--- src/rtl/eprisc_bus_arbiter.sv ---
// eprisc_bus_arbiter: round-robin owner of the epRISC system bus.
// Grants one master at a time and drives its transaction onto the bus. A master can
// lock the bus for the next transaction. A slave that stalls too long is aborted with
// oErr.
module eprisc_bus_arbiter #(
   parameter int unsigned NREQ    = 4,
   parameter int unsigned TIMEOUT = 16
) (
   input  logic                 iClk,
   input  logic                 iRst,
   input  logic [NREQ-1:0]      iReq,
   input  logic [NREQ-1:0]      iLock,
   input  logic [NREQ-1:0]      iWrite,
   input  logic [32*NREQ-1:0]   iAddr,
   input  logic [32*NREQ-1:0]   iWData,
   output logic [NREQ-1:0]      oGnt,
   output logic [NREQ-1:0]      oAck,
   output logic                 oErr,
   output logic [31:0]          oRData,
   output logic                 oBusValid,
   output logic                 oBusWrite,
   output logic [31:0]          oBusAddr,
   output logic [31:0]          oBusWData,
   input  logic [31:0]          iBusRData,
   input  logic                 iBusReady
);

   localparam int unsigned PW = (NREQ > 1) ? $clog2(NREQ) : 1;
   localparam int unsigned CW = $clog2(TIMEOUT) + 1;
   localparam logic [31:0] ERR_DATA = 32'h0BADC0DE;

   typedef enum logic [1:0] {sIdle, sBus, sAck} state_t;

   state_t          state, stateNxt;
   logic [PW-1:0]   rrPtr, rrPtrNxt;
   logic [PW-1:0]   owner, ownerNxt;
   logic            lockFlag, lockFlagNxt;
   logic [CW-1:0]   cnt, cntNxt;
   logic [NREQ-1:0] gntNxt, ackNxt;
   logic            errNxt, busValidNxt, busWriteNxt;
   logic [31:0]     rDataNxt, busAddrNxt, busWDataNxt;
   logic            found;
   logic [PW-1:0]   win, cand;
   logic [PW+4:0]   sel;

   // State and output registers
   always_ff @(posedge iClk) begin
      if (iRst) begin
         state     <= sIdle;
         rrPtr     <= PW'(NREQ - 1);
         owner     <= '0;
         lockFlag  <= 1'b0;
         cnt       <= '0;
         oGnt      <= '0;
         oAck      <= '0;
         oErr      <= 1'b0;
         oRData    <= '0;
         oBusValid <= 1'b0;
         oBusWrite <= 1'b0;
         oBusAddr  <= '0;
         oBusWData <= '0;
      end else begin
         state     <= stateNxt;
         rrPtr     <= rrPtrNxt;
         owner     <= ownerNxt;
         lockFlag  <= lockFlagNxt;
         cnt       <= cntNxt;
         oGnt      <= gntNxt;
         oAck      <= ackNxt;
         oErr      <= errNxt;
         oRData    <= rDataNxt;
         oBusValid <= busValidNxt;
         oBusWrite <= busWriteNxt;
         oBusAddr  <= busAddrNxt;
         oBusWData <= busWDataNxt;
      end
   end

   // Arbitration, bus sequencing and timeout
   always_comb begin
      stateNxt    = state;
      rrPtrNxt    = rrPtr;
      ownerNxt    = owner;
      lockFlagNxt = lockFlag;
      cntNxt      = cnt;
      gntNxt      = oGnt;
      ackNxt      = oAck;
      errNxt      = oErr;
      rDataNxt    = oRData;
      busValidNxt = oBusValid;
      busWriteNxt = oBusWrite;
      busAddrNxt  = oBusAddr;
      busWDataNxt = oBusWData;
      found       = 1'b0;
      win         = owner;
      cand        = '0;
      sel         = '0;

      case (state)
         sIdle: begin
            gntNxt = '0;
            if (lockFlag && iReq[owner]) begin
               found = 1'b1;
               win   = owner;
            end else begin
               // Lock lapses as soon as its owner stops requesting
               lockFlagNxt = 1'b0;
               for (int unsigned i = 1; i <= NREQ; i++) begin
                  cand = PW'((32'(rrPtr) + i) % NREQ);
                  if (!found && iReq[cand]) begin
                     found = 1'b1;
                     win   = cand;
                  end
               end
               if (found) rrPtrNxt = win;
            end
            if (found) begin
               sel         = {win, 5'd0};
               ownerNxt    = win;
               gntNxt      = NREQ'(1) << win;
               busValidNxt = 1'b1;
               busWriteNxt = iWrite[win];
               busAddrNxt  = iAddr[sel +: 32];
               busWDataNxt = iWData[sel +: 32];
               cntNxt      = '0;
               stateNxt    = sBus;
            end
         end
         sBus: begin
            cntNxt = cnt + CW'(1);
            // Ready on the timeout cycle still counts as a normal completion
            if (iBusReady) begin
               rDataNxt    = oBusWrite ? 32'h0 : iBusRData;
               errNxt      = 1'b0;
               ackNxt      = oGnt;
               busValidNxt = 1'b0;
               busWriteNxt = 1'b0;
               stateNxt    = sAck;
            end else if (cnt == CW'(TIMEOUT - 1)) begin
               rDataNxt    = ERR_DATA;
               errNxt      = 1'b1;
               ackNxt      = oGnt;
               busValidNxt = 1'b0;
               busWriteNxt = 1'b0;
               stateNxt    = sAck;
            end
         end
         sAck: begin
            ackNxt      = '0;
            gntNxt      = '0;
            lockFlagNxt = iLock[owner] & ~oErr;
            stateNxt    = sIdle;
         end
         default: stateNxt = sIdle;
      endcase
   end

endmodule
--- config.mk ---
export PLATFORM = sky130hd
export DESIGN_NAME = eprisc_bus_arbiter
export DESIGN_NICKNAME = d
export VERILOG_FILES = /design/src/rtl/eprisc_bus_arbiter.sv
export SDC_FILE = /design/constraint.sdc
export NUM_CORES = 1
export LEC_CHECK = 0
export BUFFER_PORTS_ARGS = -buffer_cell sky130_fd_sc_hd__buf_4
export CORE_AREA = 2 2 161 163
export DETAILED_ROUTE_END_ITERATION = 12
export DIE_AREA = 0 0 163 165
export PLACE_DENSITY = 0.63
export REMOVE_ABC_BUFFERS = 1
export SETUP_SLACK_MARGIN = 0.2
export SYNTH_ARGS = -nofsm -noshare
export SYNTH_HDL_FRONTEND = slang
export SYNTH_SLANG_ARGS = --single-unit
--- constraint.sdc ---
create_clock -name iClk -period 2.58 [get_ports iClk]
set_input_delay 0.516 -clock iClk [delete_from_list [all_inputs] [get_ports iClk]]
set_output_delay 0.516 -clock iClk [all_outputs]
set_load 0.02 [all_outputs]
[Word-level counts from Yosys, hierarchy flattened]
Cells that the tools add are included.
Word-level totals
  flip-flop bits (word level): 119
  output and inout bits: 107
  word-level logic and storage cells: 114
  bits of input ports: 303
Cells by class
  reductions and logical operators: 20
  multiplexer cells: 58
  bitwise logic cells: 3
  equal/unequal tests: 6
  shifts and indexed selects: 3
  add/sub/neg operators: 5
  magnitude comparators: 6
Operator list (number)
  $shiftx 128x8->32: 2
  $mux 32: 3
  $mux 1: 28
  $lt 2x3->1 const B: 6
  $mux 2: 9
  $pmux 4 s2: 2
  $bmux 1 s2: 7
  $mux 4: 3
  $reduce_and 2->1: 6
  $pmux 5 s2: 1
  $reduce_bool 2->1: 4
  $pmux 1 s2: 3
  $reduce_and 3->1: 2
  $add 5x1->5 const B: 1
  $eq 5x4->1 const B: 1
  $mux 5: 1
  $add 2x1->2 const B: 2
  $add 2x2->2 const B: 2
  $logic_and 1x1->1: 4
  $ne 2x2->1 const B: 2
  $pmux 2 s2: 1
  $shl 1x2->4 const A: 1
  $logic_not 1->1: 3
  $ne 3x3->1 const B: 1
  5 further kinds: 6

[Logic depth before layout (Yosys ltp)]
  depth in word-level cells: 25
  gate-level depth with buffers: 11
  gate-level depth less buffers: 7

[Worst setup path before layout]
Ideal clock, no wire load.
  kind: in2reg
  from: input port iReq[1]
  to: register oBusAddr[10]
  data required time: 2464 ps
  slack: 365 ps
  buffers on the path: 3
  stages on the path: 10
  setup time: 116 ps
  data arrival time: 2099 ps
  cell sequence: buf_4 > mux2_2 > a32oi_1 > o22a_1 > o21ai_0 > nor2_1 > buf_2 > buf_2 > a31oi_1 > o211a_1
Between the ends
  longest elaborated chain between the ends: 23
  elaborated cells on any way between the ends: 39
  classes of those cells: shift: 1; mux: 30; reduce/logical: 8
RTL lines
  from (decl): RTL line 11  | input logic [NREQ-1:0] iReq,
  parallel branches: the longest is 23 deep, another holds $bmux 1 s2
  to (signal assigned): RTL line 74  | oBusAddr <= busAddrNxt;
  to (decl): RTL line 22  | output logic [31:0] oBusAddr,
Several ways; the timed one is not identified. The select of a mux whose other input is x is not followed.
A chain may end at the register's enable or synchronous reset.

[Worst setup path in the final report]
  from: register rrPtr[0]
  to: register oBusAddr[26]
Between the ends
  longest elaborated chain between the ends: 24
  elaborated cells on any way between the ends: 40
  classes of those cells: add/sub: 4; shift: 1; mux: 28; reduce/logical: 7
RTL lines
  from (decl): RTL line 35  | logic [PW-1:0] rrPtr, rrPtrNxt;
  from (signal assigned): RTL line 50  | rrPtr <= PW'(NREQ - 1);
  from (signal assigned): RTL line 64  | rrPtr <= rrPtrNxt;
  parallel branches: the longest is 24 deep, another holds $add 2x1->2
Several ways; the timed one is not identified. The select of a mux whose other input is x is not followed.

==> impl_metrics.tcl <==
set metrics [dict create \
    outcome "finished clean" \
    power_density_mw_per_mm2 735 \
    fin_ws_ns 0.357 \
    synth-main-ff-cell "dfxtp_1" \
    skew_ns 0.0113 \
    finalHoldViolations 0 \
    wl_met2_mm 13.2 \
    synth_compound_area_frac 0.269 \
    yosys.area_share.xor_xnor 0.00139 \
    total_power_mw 7.77 \
    die_area_mm2 0.0269 \
    drive_gt1_frac 0.396 \
    rsz0062_at_grt "false" \
    synth.most_common_cell "nand2_1" \
    path_max_fanout 40 \
    arrival_ns 2.53 \
    worst-path-buf-inv 2 \
    slowest_delay_ns 0.38 \
    cp_data_required_time_ns 2.88 \
    clock-sinks 119 \
    critPathTopFamily "simple AND/OR/NAND/NOR gates" \
    grt_use_total 0.189 \
    yosys.area_share.adder 0.00397 \
    io_pins 410 \
    layout.nets 1538 \
    reg2reg_depth 8 \
    multi_input_comb_area_mm2 0.00359 \
    synth_top_area_cell "dfxtp_1" \
    comb_power_share 0.378 \
    swShare 0.356 \
    max_cap_violations 0 \
    place_ws_ns 0.0647 \
    min_from "iBusRData[0]" \
    yosys-top-cells-count "270 x nand2_1, 119 x dfxtp_1, 69 x nand3_1" \
    ir_worst_vdd_v 0.000361 \
    post_drt_wl_per_cell_um 17.2 \
    hpwl_mm 20.0 \
    antenna_cells 0 \
    syn-cell-area_mm2 0.00630 \
    endpoint_kind "flop" \
    cts_buffers 17 \
    synthCells 843 \
    worstHoldPathCells 2 \
    grt_pass1_vias 7410 \
    fmax_mhz 450 \
    wl_met1_mm 11.5 \
    synth_seq_cells 119 \
    drt-total-wl_mm 27.0 \
    clk_latency_ns 0.41 \
    start_kind "flop" \
    antenna_found_initial 0 \
    dr_total_vias 7671 \
    port_buffers 409 \
    cts_tree "yes" \
    grt_start_max_net_pins 82 \
    yosys_warnings 0 \
    gp_congestion 0.874 \
    wl_met3_mm 1.75 \
    final_max_slew_viol_count 0 \
    dpl_cell_area_mm2 0.00988 \
    power.leakage_nw 5.35 \
    p_clk_frac 0.326 \
    power.switching_mw 2.76 \
    synth-edff-count 0 \
    dr.pass1.iters 6 \
    tightestPinTransition_ns 0.730 \
    timing.rr.start "rrPtr[0]" \
    syn_to_final_growth_pct 67.9 \
    holdPathEnd "oRData[0]" \
    setup_viol 0 \
    power_frac_seq 0.297 \
    fp-row-count 58 \
    reg2reg_to "oBusAddr[26]" \
    timing.slew.headroom 0.513 \
    nFillCells 2582 \
    postRouteAntennaNets 0 \
    syn_avg_cell_area_um2 7.47 \
    hold_class "in2reg" \
    h-tree-depth 4 \
    grt-ovfl-total 0 \
    synth.area.top_cells "dfxtp_1 38%, nand2_1 16%, o211a_1 10%" \
    cp_cell_sequence "inv_2 -> or3_1 -> and3_1 -> a21o_1 -> a211oi_4 -> buf_12 -> nand3_1 -> o211a_1" \
    slowest_stage "dfxtp_2" \
    ys_seq_area_frac 0.378 \
    drt_iter0_markers 482 \
    chipWidth_um 163 \
    routed.top_layer "met4" \
    path_class "reg2reg" \
    clk_path_buf_depth 2 \
    crit_cells 8 \
    timing.final.crit_share 0.862 \
    finalInstanceArea_mm2 0.0106 \
    regToRegSetupSlack_ns 0.36 \
    synthMuxAreaShare 0.00855 \
    register_area_mm2 0.00238 \
    post-route-util 0.422 \
    p_int_mw 5.00 \
    cts_root_buf "clkbuf_16" \
    start_util 0.251 \
    cts.clk_slew.worst_paths_ns 0.06 \
    synth_cell_type_count 50 \
    vias_per_cell 4.87 \
    drc 0 \
    core_mm2 0.0250 \
    yosysTopAreaCellShare 0.378 \
    period_minus_slack_ns 2.22 \
    synthSimpleGateAreaFrac 0.278 \
    die_h_um 165 \
    grt_pass1_wl_mm 39.8 \
    synth_top_family_by_area "simple AND/OR/NAND/NOR gates" \
    async_flop_share 0 \
]
[metrics by stage]
step | instances | hold WS, ns | TNS (ns)
2_1_floorplan | 766 | 0.457 | -381.96
3_3_place_gp | 1540 | 0.453 | 0
3_5_place_dp | 1540 | 0.467 | 0
4_1_cts | 1572 | 0.287 | 0
5_1_grt | 1576 | 0.287 | 0
6_report | 1576 | 0.313 | 0
[how the worst max path moves through the flow]
stage | from | end
global route | rrPtr[0] | oBusWData[4]
floorplan | iReq[3] | oBusWrite
finish | rrPtr[0] | oBusAddr[26]
CTS | rrPtr[1] | oBusAddr[26]
global placement | iReq[2] | oBusWData[29]
detailed placement | iReq[2] | oBusWData[29]
[power groups by stage]
stage	Sequential, mW	Clock (mW)	Combinational (mW)
CTS	2.30	2.59	2.89
floorplan	2.62	0	1.15
global placement	2.33	0	2.87
global route	2.34	2.69	3.17
detailed placement	2.34	0	2.88
finish	2.30	2.53	2.93
[cell usage in the layout, fill, tap and decap left out, types with 8 or more instances in the layout]
cell,n
o211a_1,64
buf_4,433
dfxtp_1,117
a22o_1,16
a21oi_1,14
o21ai_0,8
nand3_1,69
clkbuf_16,19
buf_12,12
a311oi_1,12
nand2b_1,15
nor2b_1,10
nor2_1,41
nand2_1,270
a31oi_1,65
[routing by layer]
layer | track usage | vias up
li1 | - | 3770
met1 | 0.234 | 3572
met2 | 0.324 | 300
met3 | 0.0447 | 29
met4 | 0.0607 | 0
met5 | 0 | -
[repair_timing]
item,4_1_cts,5_1_grt
pin swaps,0,1
resized for setup,1,4
endpoints found under the setup margin,1,65
buffers inserted,0,2
hold buffers,0,0
cloned,0,2
[registers in the layout (all words and copies together), names as in the netlist, 2 cells and up]
signal / cells
cnt: 5
oBusAddr: 32
oBusWData: 32
oRData: 32
rrPtr: 2
oAck: 4
oGnt: 4
state: 2
owner: 2
[final cells by class]
| class | count | area share |
|---|---|---|
| multi-input combinational | 643 | 0.340 |
| timing repair buffer | 448 | 0.336 |
| sequential | 119 | 0.226 |
| clock buffer | 18 | 0.0406 |
| tap | 330 | 0.0391 |
| clock inverter | 14 | 0.0176 |
| inverter | 4 | 0.00142 |
[logic make-up after synthesis]
group | after synthesis
buf+inv | 81
simple gates | 420
fa+ha+maj | 2
compound gates | 216
flops | 119
xor+xnor | 1
mux | 4
(Power assumes the default switching activity.)
